### src/rtl/adder_pkg.sv
// ============================================================================
//  Module   : adder_pkg
//  Purpose  : Shared types and helpers for the nibble-serial adder.
//             - state_e   : controller states (IDLE, RUN, DONE)
//             - NIBBLE_W  : bits handled per clock
//             - cnt_width : width of the nibble counter for a given WIDTH
//  Revision : 1.0 - initial release
// ============================================================================
`default_nettype none

package adder_pkg;

    localparam int NIBBLE_W = 4;

    typedef enum logic [1:0] {
        IDLE = 2'd0,
        RUN  = 2'd1,
        DONE = 2'd2
    } state_e;

    // Counter must index nibbles 0..WIDTH/4-1.
    function automatic int cnt_width(input int width);
        return $clog2(width / NIBBLE_W);
    endfunction

endpackage

`default_nettype wire

### src/rtl/carry_tree_bk_4b.sv
// ============================================================================
//  Module   : carry_tree_bk_4b
//  Purpose  : 4-bit Brent-Kung carry tree. Produces the group generate of
//             bits j..0 for every j in the nibble.
//  Ports    : i_p  [3:1] bit propagates (bit 0 is already folded into i_g[0])
//             i_g  [3:0] bit generates, i_g[0] carries the incoming carry
//             o_cx [3:0] group generates G[j:0]
//  Revision : 1.0 - initial release
// ============================================================================
`default_nettype none

module carry_tree_bk_4b (
    input  logic [3:1] i_p,
    input  logic [3:0] i_g,
    output logic [3:0] o_cx
);

    // Up-sweep: pairwise combine, then combine the two pairs.
    logic w_g10;
    logic w_g32;
    logic w_p32;
    logic w_g30;
    // Down-sweep: fill in the odd prefix left by the up-sweep.
    logic w_g20;

    assign w_g10 = i_g[1] | (i_p[1] & i_g[0]);
    assign w_g32 = i_g[3] | (i_p[3] & i_g[2]);
    assign w_p32 = i_p[3] & i_p[2];
    assign w_g30 = w_g32 | (w_p32 & w_g10);
    assign w_g20 = i_g[2] | (i_p[2] & w_g10);

    assign o_cx = {w_g30, w_g20, w_g10, i_g[0]};

endmodule

`default_nettype wire

### src/rtl/adder_serial_bk.sv
// ============================================================================
//  Module   : adder_serial_bk
//  Purpose  : Nibble-serial add/subtract unit. Operands are captured on a
//             valid/ready handshake, then one 4-bit slice is summed per clock
//             through a Brent-Kung carry tree with a registered inter-nibble
//             carry. The result is held until the consumer accepts it.
//  Ports    : clk_i, rst_i (sync, active-high)
//             in_valid_i / in_ready_o   : operand handshake
//             a_i, b_i, carry_i, sub_i  : operands and operation select
//             out_valid_o / out_ready_i : result handshake
//             sum_o, carry_o, overflow_o: registered result and flags
//  Revision : 1.0 - initial release
// ============================================================================
`default_nettype none

module adder_serial_bk
    import adder_pkg::*;
#(
    parameter int WIDTH = 32
) (
    input  logic             clk_i,
    input  logic             rst_i,
    input  logic             in_valid_i,
    output logic             in_ready_o,
    input  logic [WIDTH-1:0] a_i,
    input  logic [WIDTH-1:0] b_i,
    input  logic             carry_i,
    input  logic             sub_i,
    output logic             out_valid_o,
    input  logic             out_ready_i,
    output logic [WIDTH-1:0] sum_o,
    output logic             carry_o,
    output logic             overflow_o
);

    localparam int                 c_N        = WIDTH / NIBBLE_W;
    localparam int                 c_CNT_W    = cnt_width(WIDTH);
    localparam logic [c_CNT_W-1:0] c_LAST_NIB = c_CNT_W'(c_N - 1);

    state_e             r_state;
    state_e             w_state_nxt;
    logic [c_CNT_W-1:0] r_cnt;
    logic [WIDTH-1:0]   r_a;
    logic [WIDTH-1:0]   r_b;
    logic               r_carry;
    logic [WIDTH-1:0]   r_result;
    logic               r_carry_out;
    logic               r_ovf;

    logic               w_last;
    logic [3:0]         w_p;
    logic [3:0]         w_g;
    logic [3:0]         w_g_fold;
    logic [3:0]         w_cx;
    logic [3:0]         w_sum;

    assign w_last = (r_cnt == c_LAST_NIB);

    // ------------------------------------------------------------------
    // FSM: state register
    // ------------------------------------------------------------------
    always_ff @(posedge clk_i) begin
        if (rst_i) begin
            r_state <= IDLE;
        end else begin
            r_state <= w_state_nxt;
        end
    end

    // ------------------------------------------------------------------
    // FSM: next state
    // ------------------------------------------------------------------
    always_comb begin
        w_state_nxt = r_state;
        case (r_state)
            IDLE:    if (in_valid_i)  w_state_nxt = RUN;
            RUN:     if (w_last)      w_state_nxt = DONE;
            DONE:    if (out_ready_i) w_state_nxt = IDLE;
            default:                  w_state_nxt = IDLE;
        endcase
    end

    // ------------------------------------------------------------------
    // FSM: outputs
    // ------------------------------------------------------------------
    always_comb begin
        in_ready_o  = 1'b0;
        out_valid_o = 1'b0;
        case (r_state)
            IDLE:    in_ready_o  = 1'b1;
            DONE:    out_valid_o = 1'b1;
            default: ;
        endcase
    end

    // ------------------------------------------------------------------
    // Nibble datapath: operands are shifted right so the active nibble
    // is always bits [3:0].
    // ------------------------------------------------------------------
    assign w_p      = r_a[3:0] ^ r_b[3:0];
    assign w_g      = r_a[3:0] & r_b[3:0];
    assign w_g_fold = {w_g[3:1], w_g[0] | (w_p[0] & r_carry)};

    carry_tree_bk_4b u_carry_tree (
        .i_p  (w_p[3:1]),
        .i_g  (w_g_fold),
        .o_cx (w_cx)
    );

    assign w_sum = w_p ^ {w_cx[2:0], r_carry};

    always_ff @(posedge clk_i) begin
        if (rst_i) begin
            r_cnt       <= '0;
            r_a         <= '0;
            r_b         <= '0;
            r_carry     <= 1'b0;
            r_result    <= '0;
            r_carry_out <= 1'b0;
            r_ovf       <= 1'b0;
        end else begin
            case (r_state)
                IDLE: begin
                    if (in_valid_i) begin
                        r_a     <= a_i;
                        // Subtract is A + ~B + 1; carry_i is ignored.
                        r_b     <= sub_i ? ~b_i : b_i;
                        r_carry <= sub_i | carry_i;
                        r_cnt   <= '0;
                    end
                end
                RUN: begin
                    r_a      <= r_a >> NIBBLE_W;
                    r_b      <= r_b >> NIBBLE_W;
                    // Nibbles enter at the top; after c_N shifts nibble 0
                    // has reached bits [3:0].
                    r_result <= {w_sum, r_result[WIDTH-1:NIBBLE_W]};
                    r_carry  <= w_cx[3];
                    if (w_last) begin
                        r_cnt       <= '0;
                        r_carry_out <= w_cx[3];
                        r_ovf       <= w_cx[3] ^ w_cx[2];
                    end else begin
                        r_cnt <= r_cnt + 1'b1;
                    end
                end
                default: ;
            endcase
        end
    end

    assign sum_o      = r_result;
    assign carry_o    = r_carry_out;
    assign overflow_o = r_ovf;

endmodule

`default_nettype wire

### config.mk
export PLATFORM = sky130hd
export DESIGN_NAME = adder_serial_bk
export DESIGN_NICKNAME = d
export VERILOG_FILES = /design/src/rtl/adder_pkg.sv /design/src/rtl/carry_tree_bk_4b.sv /design/src/rtl/adder_serial_bk.sv
export SDC_FILE = /design/constraint.sdc
export NUM_CORES = 1
export LEC_CHECK = 0
export CAP_MARGIN = 20
export CORE_MARGIN = 1
export CORE_UTILIZATION = 44
export CTS_BUF_LIST = sky130_fd_sc_hd__clkbuf_4 sky130_fd_sc_hd__clkbuf_8
export DETAILED_ROUTE_END_ITERATION = 8
export PLACE_DENSITY = 0.74
export SLEW_MARGIN = 10
export SYNTH_ARGS = -nofsm -noshare
export SYNTH_HDL_FRONTEND = slang
export SYNTH_SLANG_ARGS = --single-unit
export TNS_END_PERCENT = 20
### constraint.sdc
create_clock -name clk_i -period 1.85 [get_ports clk_i]
set_input_delay 0.2775 -clock clk_i [delete_from_list [all_inputs] [get_ports clk_i]]
set_output_delay 0.2775 -clock clk_i [all_outputs]
set_load 0.01 [all_outputs]
### Yosys cells after proc, flatten, opt, wreduce, memory -nomap -nowiden

Index checks and enable logic that the tools add are counted.

* bits in registers: 104
* input bits: 70
* word-level logic and storage cells: 53

* add/sub/neg operators: 1
* eq/ne operators: 6
* muxes and demuxes: 16
* bitwise logic cells: 17
* reductions and logical operators: 5

Operators by type and width (number)
* one-hot mux 32 bit (2 select lines): 2
* 2-to-1 mux 32 bit: 3
* inverter 32 bit: 1
* XOR 4 bit: 2
* bitwise AND 1 bit: 6
* 2-to-1 mux 2 bit: 3
* 2-to-1 mux 3 bit: 2
* != test 2 bit, second input constant: 3
* OR 1 bit: 6
* one-hot mux 2 bit (3 select lines): 1
* one-hot mux 3 bit (2 select lines): 1
* bitwise AND 4 bit: 1
* AND reduction 2 bit: 2
* adder 3 x 1 -> 3 bit, second input constant: 1
* == test 3 bit, second input constant: 1
* 2-to-1 mux 1 bit: 3
* AND reduction 3 bit: 1
* == test 2 x 1 -> 1 bit, second input constant: 1
* == test 2 bit, second input constant: 1
* zero test 2 bit: 1
* one-hot mux 1 bit (2 select lines): 1
* nonzero test 2 bit: 1
* XOR 1 bit: 1

### Longest topological paths before layout

* depth in word-level cells: 8
* gate-level depth with buffers: 7
* depth with buffers taken out: 7

### Hierarchy

Synthesis repeated with hierarchy kept, for this count alone.

* cell total of the unflattened synthesis: 513
* area, all modules: 4853.4 um^2

By module, submodules not included
* adder_serial_bk: instances 1, cells an instance 505, area an instance 4792.1 um^2, sequential area each 2082.0 um^2
* carry_tree_bk_4b: instances 1, cells an instance 8, area an instance 61.3 um^2, sequential area each 0.0 um^2

### Worst setup path before layout

No wires, ideal clock.

* kind: register to register
* start: register r_a[0]
* end: register r_ovf, in the netlist overflow_o
* setup time: 0.122 ns
* arrival time: 1.800 ns
* data required time: 1.728 ns
* path slack: -0.072 ns
* cell stages (with the launch flop): 8
* path buffers: 0
* period minus slack after synthesis: 1.922 ns
* cell sequence: dfxtp_1 -> inv_1 -> fa_1 -> inv_1 -> fa_1 -> fa_1 -> nor3b_1 -> a221o_1

* longest elaborated chain between the ends: 8
* elaborated cells on any way between the ends: 11

Ends and longest elaborated chain
* start: declaration: RTL line adder_serial_bk.sv:43 `logic [WIDTH-1:0] r_a;`
* start signal: assignment: RTL line adder_serial_bk.sv:125 `r_a <= a_i;`
* start signal: assignment: RTL line adder_serial_bk.sv:133 `r_a <= r_a >> NIBBLE_W;`
* XOR 4 bit: RTL line adder_serial_bk.sv:100 `assign w_p = r_a[3:0] ^ r_b[3:0];`
* bitwise AND 1 bit: RTL line adder_serial_bk.sv:102 `assign w_g_fold = {w_g[3:1], w_g[0] | (w_p[0] & r_carry)};`
* OR 1 bit (*): RTL line adder_serial_bk.sv:102
* bitwise AND 1 bit (*): RTL line carry_tree_bk_4b.sv:26 `assign w_g10 = i_g[1] | (i_p[1] & i_g[0]);`
* OR 1 bit (*): RTL line carry_tree_bk_4b.sv:26
* bitwise AND 1 bit, on equally long branches: RTL line carry_tree_bk_4b.sv:29, carry_tree_bk_4b.sv:30
* OR 1 bit, on equally long branches: RTL line carry_tree_bk_4b.sv:29, carry_tree_bk_4b.sv:30
* XOR 1 bit (*): RTL line adder_serial_bk.sv:142 `r_ovf <= w_cx[3] ^ w_cx[2];`
* end signal: assignment: RTL line adder_serial_bk.sv:142
* end: declaration: RTL line adder_serial_bk.sv:48 `logic r_ovf;`

Mark *: on every way between the ends. The rest lies on a longest branch, timed or not.
A chain may end at the register's enable or synchronous reset.

### Worst setup path after layout

* start: register r_b[0]
* end: register r_ovf, in the netlist overflow_o

* longest elaborated chain between the ends: 8
* elaborated cells on any way between the ends: 11

Ends and longest elaborated chain
* start: declaration: RTL line adder_serial_bk.sv:44 `logic [WIDTH-1:0] r_b;`
* start signal: assignment: RTL line adder_serial_bk.sv:127 `r_b <= sub_i ? ~b_i : b_i;`
* start signal: assignment: RTL line adder_serial_bk.sv:134 `r_b <= r_b >> NIBBLE_W;`
* XOR 4 bit: RTL line adder_serial_bk.sv:100
* bitwise AND 1 bit: RTL line adder_serial_bk.sv:102
* OR 1 bit (*): RTL line adder_serial_bk.sv:102
* bitwise AND 1 bit (*): RTL line carry_tree_bk_4b.sv:26
* OR 1 bit (*): RTL line carry_tree_bk_4b.sv:26
* bitwise AND 1 bit, on equally long branches: RTL line carry_tree_bk_4b.sv:29, carry_tree_bk_4b.sv:30
* OR 1 bit, on equally long branches: RTL line carry_tree_bk_4b.sv:29, carry_tree_bk_4b.sv:30
* XOR 1 bit (*): RTL line adder_serial_bk.sv:142

Marks and branches as above.

==> run summary <==
status -> complete, but fails checks
failing checks -> negative setup slack
ys async rst share -> 0%
Fin. Hold Viols -> 0
Worst Max-Slew Pin Slew -> 878 ps
Primary FF master, synth -> dfxtp_1
die extent in x -> 105 microns
Tmin final -> 1910 ps
utilization after layout -> 58.4%
area grow syn2layout -> 28.8%
initial antenna violation count -> 1
EDFF count, synth -> 0
largest area contributor in the netlist -> dfxtp_1
largest cells by area after synthesis -> dfxtp_1, o2bb2ai_1, a22oi_1, xor2_1, nor2_1
Worst R2R Start -> r_b[0]$_SDFFE_PP0P_
Synth Net Count -> 587
die height -> 105 microns
most frequent cells in the layout -> clkdlybuf4s50_1, dfxtp_1, nor2_1, nand2_1, o2bb2ai_1
Final setup violation count -> 1
total track usage -> 19.4%
Synth Instances -> 510
clk buf depth -> 2
routability cong. -> 0.808
met3 wire length -> 442 microns
maximum clock frequency -> 523 MHz
clk root buf -> clkbuf_8
final total power -> 4860 uW
die area -> 11000 sq um
Placed Instances -> 720
fin. max-slew vios -> 0
drc violations -> 0
WL met1 -> 4880 microns
Routed met2 length -> 5010 microns
synthesized area per cell -> 9.14 sq um
hold depth -> 2
most common cell after layout, fill and taps aside -> clkdlybuf4s50_1
via count -> 3971
CP Max Fanout -> 3
first-pass GRT wire length -> 17500 microns
vias per cell -> 5.39
TritonCTS clock tree -> built
# port buffers -> 105
WHS Endpoint -> sum_o[25]$_SDFFE_PP0N_
Pwr Density -> 809 nW/um^2
Startpoint Class -> flop
setup TNS -> -63.8 ps
first-pass detailed-route iteration total -> 5
sequential area share after synthesis -> 44.7%
maximum vdd drop -> 0.000455 V
R2R cell count -> 7
crit path DAT -> 2170 ps
hold_buf cts -> 0
hpwl dp -> 7240 microns
Hold Path Origin -> rst_i
Worst-path clk slew -> 100 ps
Place WS -> -80.1 ps
pin count of the biggest net entering global routing -> 37
Slew HR -> 41.5%
Yosys cell types -> 39
Final ANT Viol Nets -> 0
Pleak -> 0.00215 uW
WL per Instance -> 14.4 microns
RSZ-0062 raised after global routing -> true
Layout Cells excl Fill -> 737
Synth top area share -> 44.7%
Worst R2R Setup Slack -> -60 ps
max-cap violations -> 0
critical path capture point type -> flop
clk_lat worst skew -> 370 ps
Top Metal Used -> met4
PnR worst setup slack -> -63.8 ps
Core Box Area -> 10300 sq um
Starting Density -> 45.4%
final net count -> 672
Final Skew -> 13.2 ps
CTS Buf Count -> 9
Clock Sinks -> 104
IO Count -> 106
Final Routed Wirelength -> 10600 microns
site row count -> 37
share of cells above drive strength 1 -> 8.67%
Syn Std Cell Area -> 4660 sq um
reg2reg end -> overflow_o$_SDFFE_PP0P_
vias in the first global route -> 3749
Starting DRT DRC Count -> 214
Yosys reg bits -> 104
critical path class -> reg2reg
period utilization -> 103%
Synthesis Warnings -> 0
htree depth -> 3
worst path required time -> 2110 ps
GR Overflow Total -> 0
HP Class -> in2reg
==> stage by stage <==
step / cell area (sq um) / hold slack (ps)
2_1_floorplan: 4670 / 426
3_3_place_gp: 5760 / 443
3_5_place_dp: 5760 / 446
4_1_cts: 5990 / 268
5_1_grt: 6010 / 281
6_report: 6010 / 291
==> what timing repair did <==
item	in CTS	in global routing
setup buffers	0	0
pin swaps	1	0
gates resized for setup	1	4
setup endpoints to repair	1	5
endpoints found under the hold margin	0	0
gates cloned	0	0
==> power breakdown <==
part	internal, uW	leakage [uW]	switching (uW)
sequential	2380	0.000853	97.1
combinational	396	0.00118	400
clock	779	0.000116	804
==> registers in the layout (all words and copies together) (netlist names) <==
register	flops
r_cnt	3
r_a	32
r_b	32
r_carry	1
overflow_o	1
carry_o	1
r_state	2
sum_o	32
==> worst max-delay path: stages, from the launching register on <==
cell and delay (ps):
dfxtp_2 330, inv_1 70, fa_1 180, inv_2 40, fa_2 350, fa_2 390
nor3b_1 150, a221o_1 300
==> how the worst max path moves through the flow <==
stage / startpoint / end / slack (ps)
4_1_cts: r_b[0]$_SDFFE_PP0P_ / overflow_o$_SDFFE_PP0P_ / -50
3_5_place_dp: r_a[0]$_SDFFE_PP0P_ / overflow_o$_SDFFE_PP0P_ / -80
3_3_place_gp: r_a[0]$_SDFFE_PP0P_ / overflow_o$_SDFFE_PP0P_ / -30
2_1_floorplan: r_a[0]$_SDFFE_PP0P_ / overflow_o$_SDFFE_PP0P_ / 10
6_report: r_b[0]$_SDFFE_PP0P_ / overflow_o$_SDFFE_PP0P_ / -60
5_1_grt: r_b[0]$_SDFFE_PP0P_ / overflow_o$_SDFFE_PP0P_ / -150
==> synthesized netlist by cell type (2+ instances only) <==
cell type / number
buf_2: 22
xor2_1: 32
ha_1: 4
nor2_1: 68
nand2b_1: 2
clkbuf_1: 9
inv_2: 2
buf_4: 8
buf_6: 6
a211oi_2: 2
o2bb2ai_1: 56
nand2_1: 62
a22oi_1: 38
fa_1: 3
inv_1: 6
nor2b_1: 3
buf_1: 2
a211oi_1: 27
dfxtp_1: 104
a21oi_1: 35
==> cell families (layout without fill, tap and decap cells) <==
family | Yosys count | count (layout) | synth area share [%]
AO/OA/AOI/OAI | 167 | 167 | 27.2
AND/OR/NAND/NOR | 144 | 144 | 13.0
adder cells (fa/ha/maj) | 7 | 7 | 2.36
other | 0 | 1 | 0
buffers and inverters | 55 | 145 | 6.63
XOR/XNOR | 33 | 33 | 6.20
flip-flops | 104 | 104 | 44.7
==> metal layers <==
| layer | up-vias | global-route usage (%) |
|---|---|---|
| met5 | - | 0 |
| li1 | 1981 | - |
| met4 | 0 | 6.64 |
| met2 | 110 | 32.5 |
| met3 | 21 | 4.30 |
| met1 | 1859 | 24.7 |
==> final cells by class <==
cell class	count	area, sq um
well taps	136	170
fillers	930	4270
clock inverters	7	103
clock buffers	9	124
flip-flops and latches	104	2080
diodes	1	2.50
multi-input cells	351	2290
inverters	8	30.0
repair buffers	121	1200
Note: power is estimated with default switching activity, not from simulation.
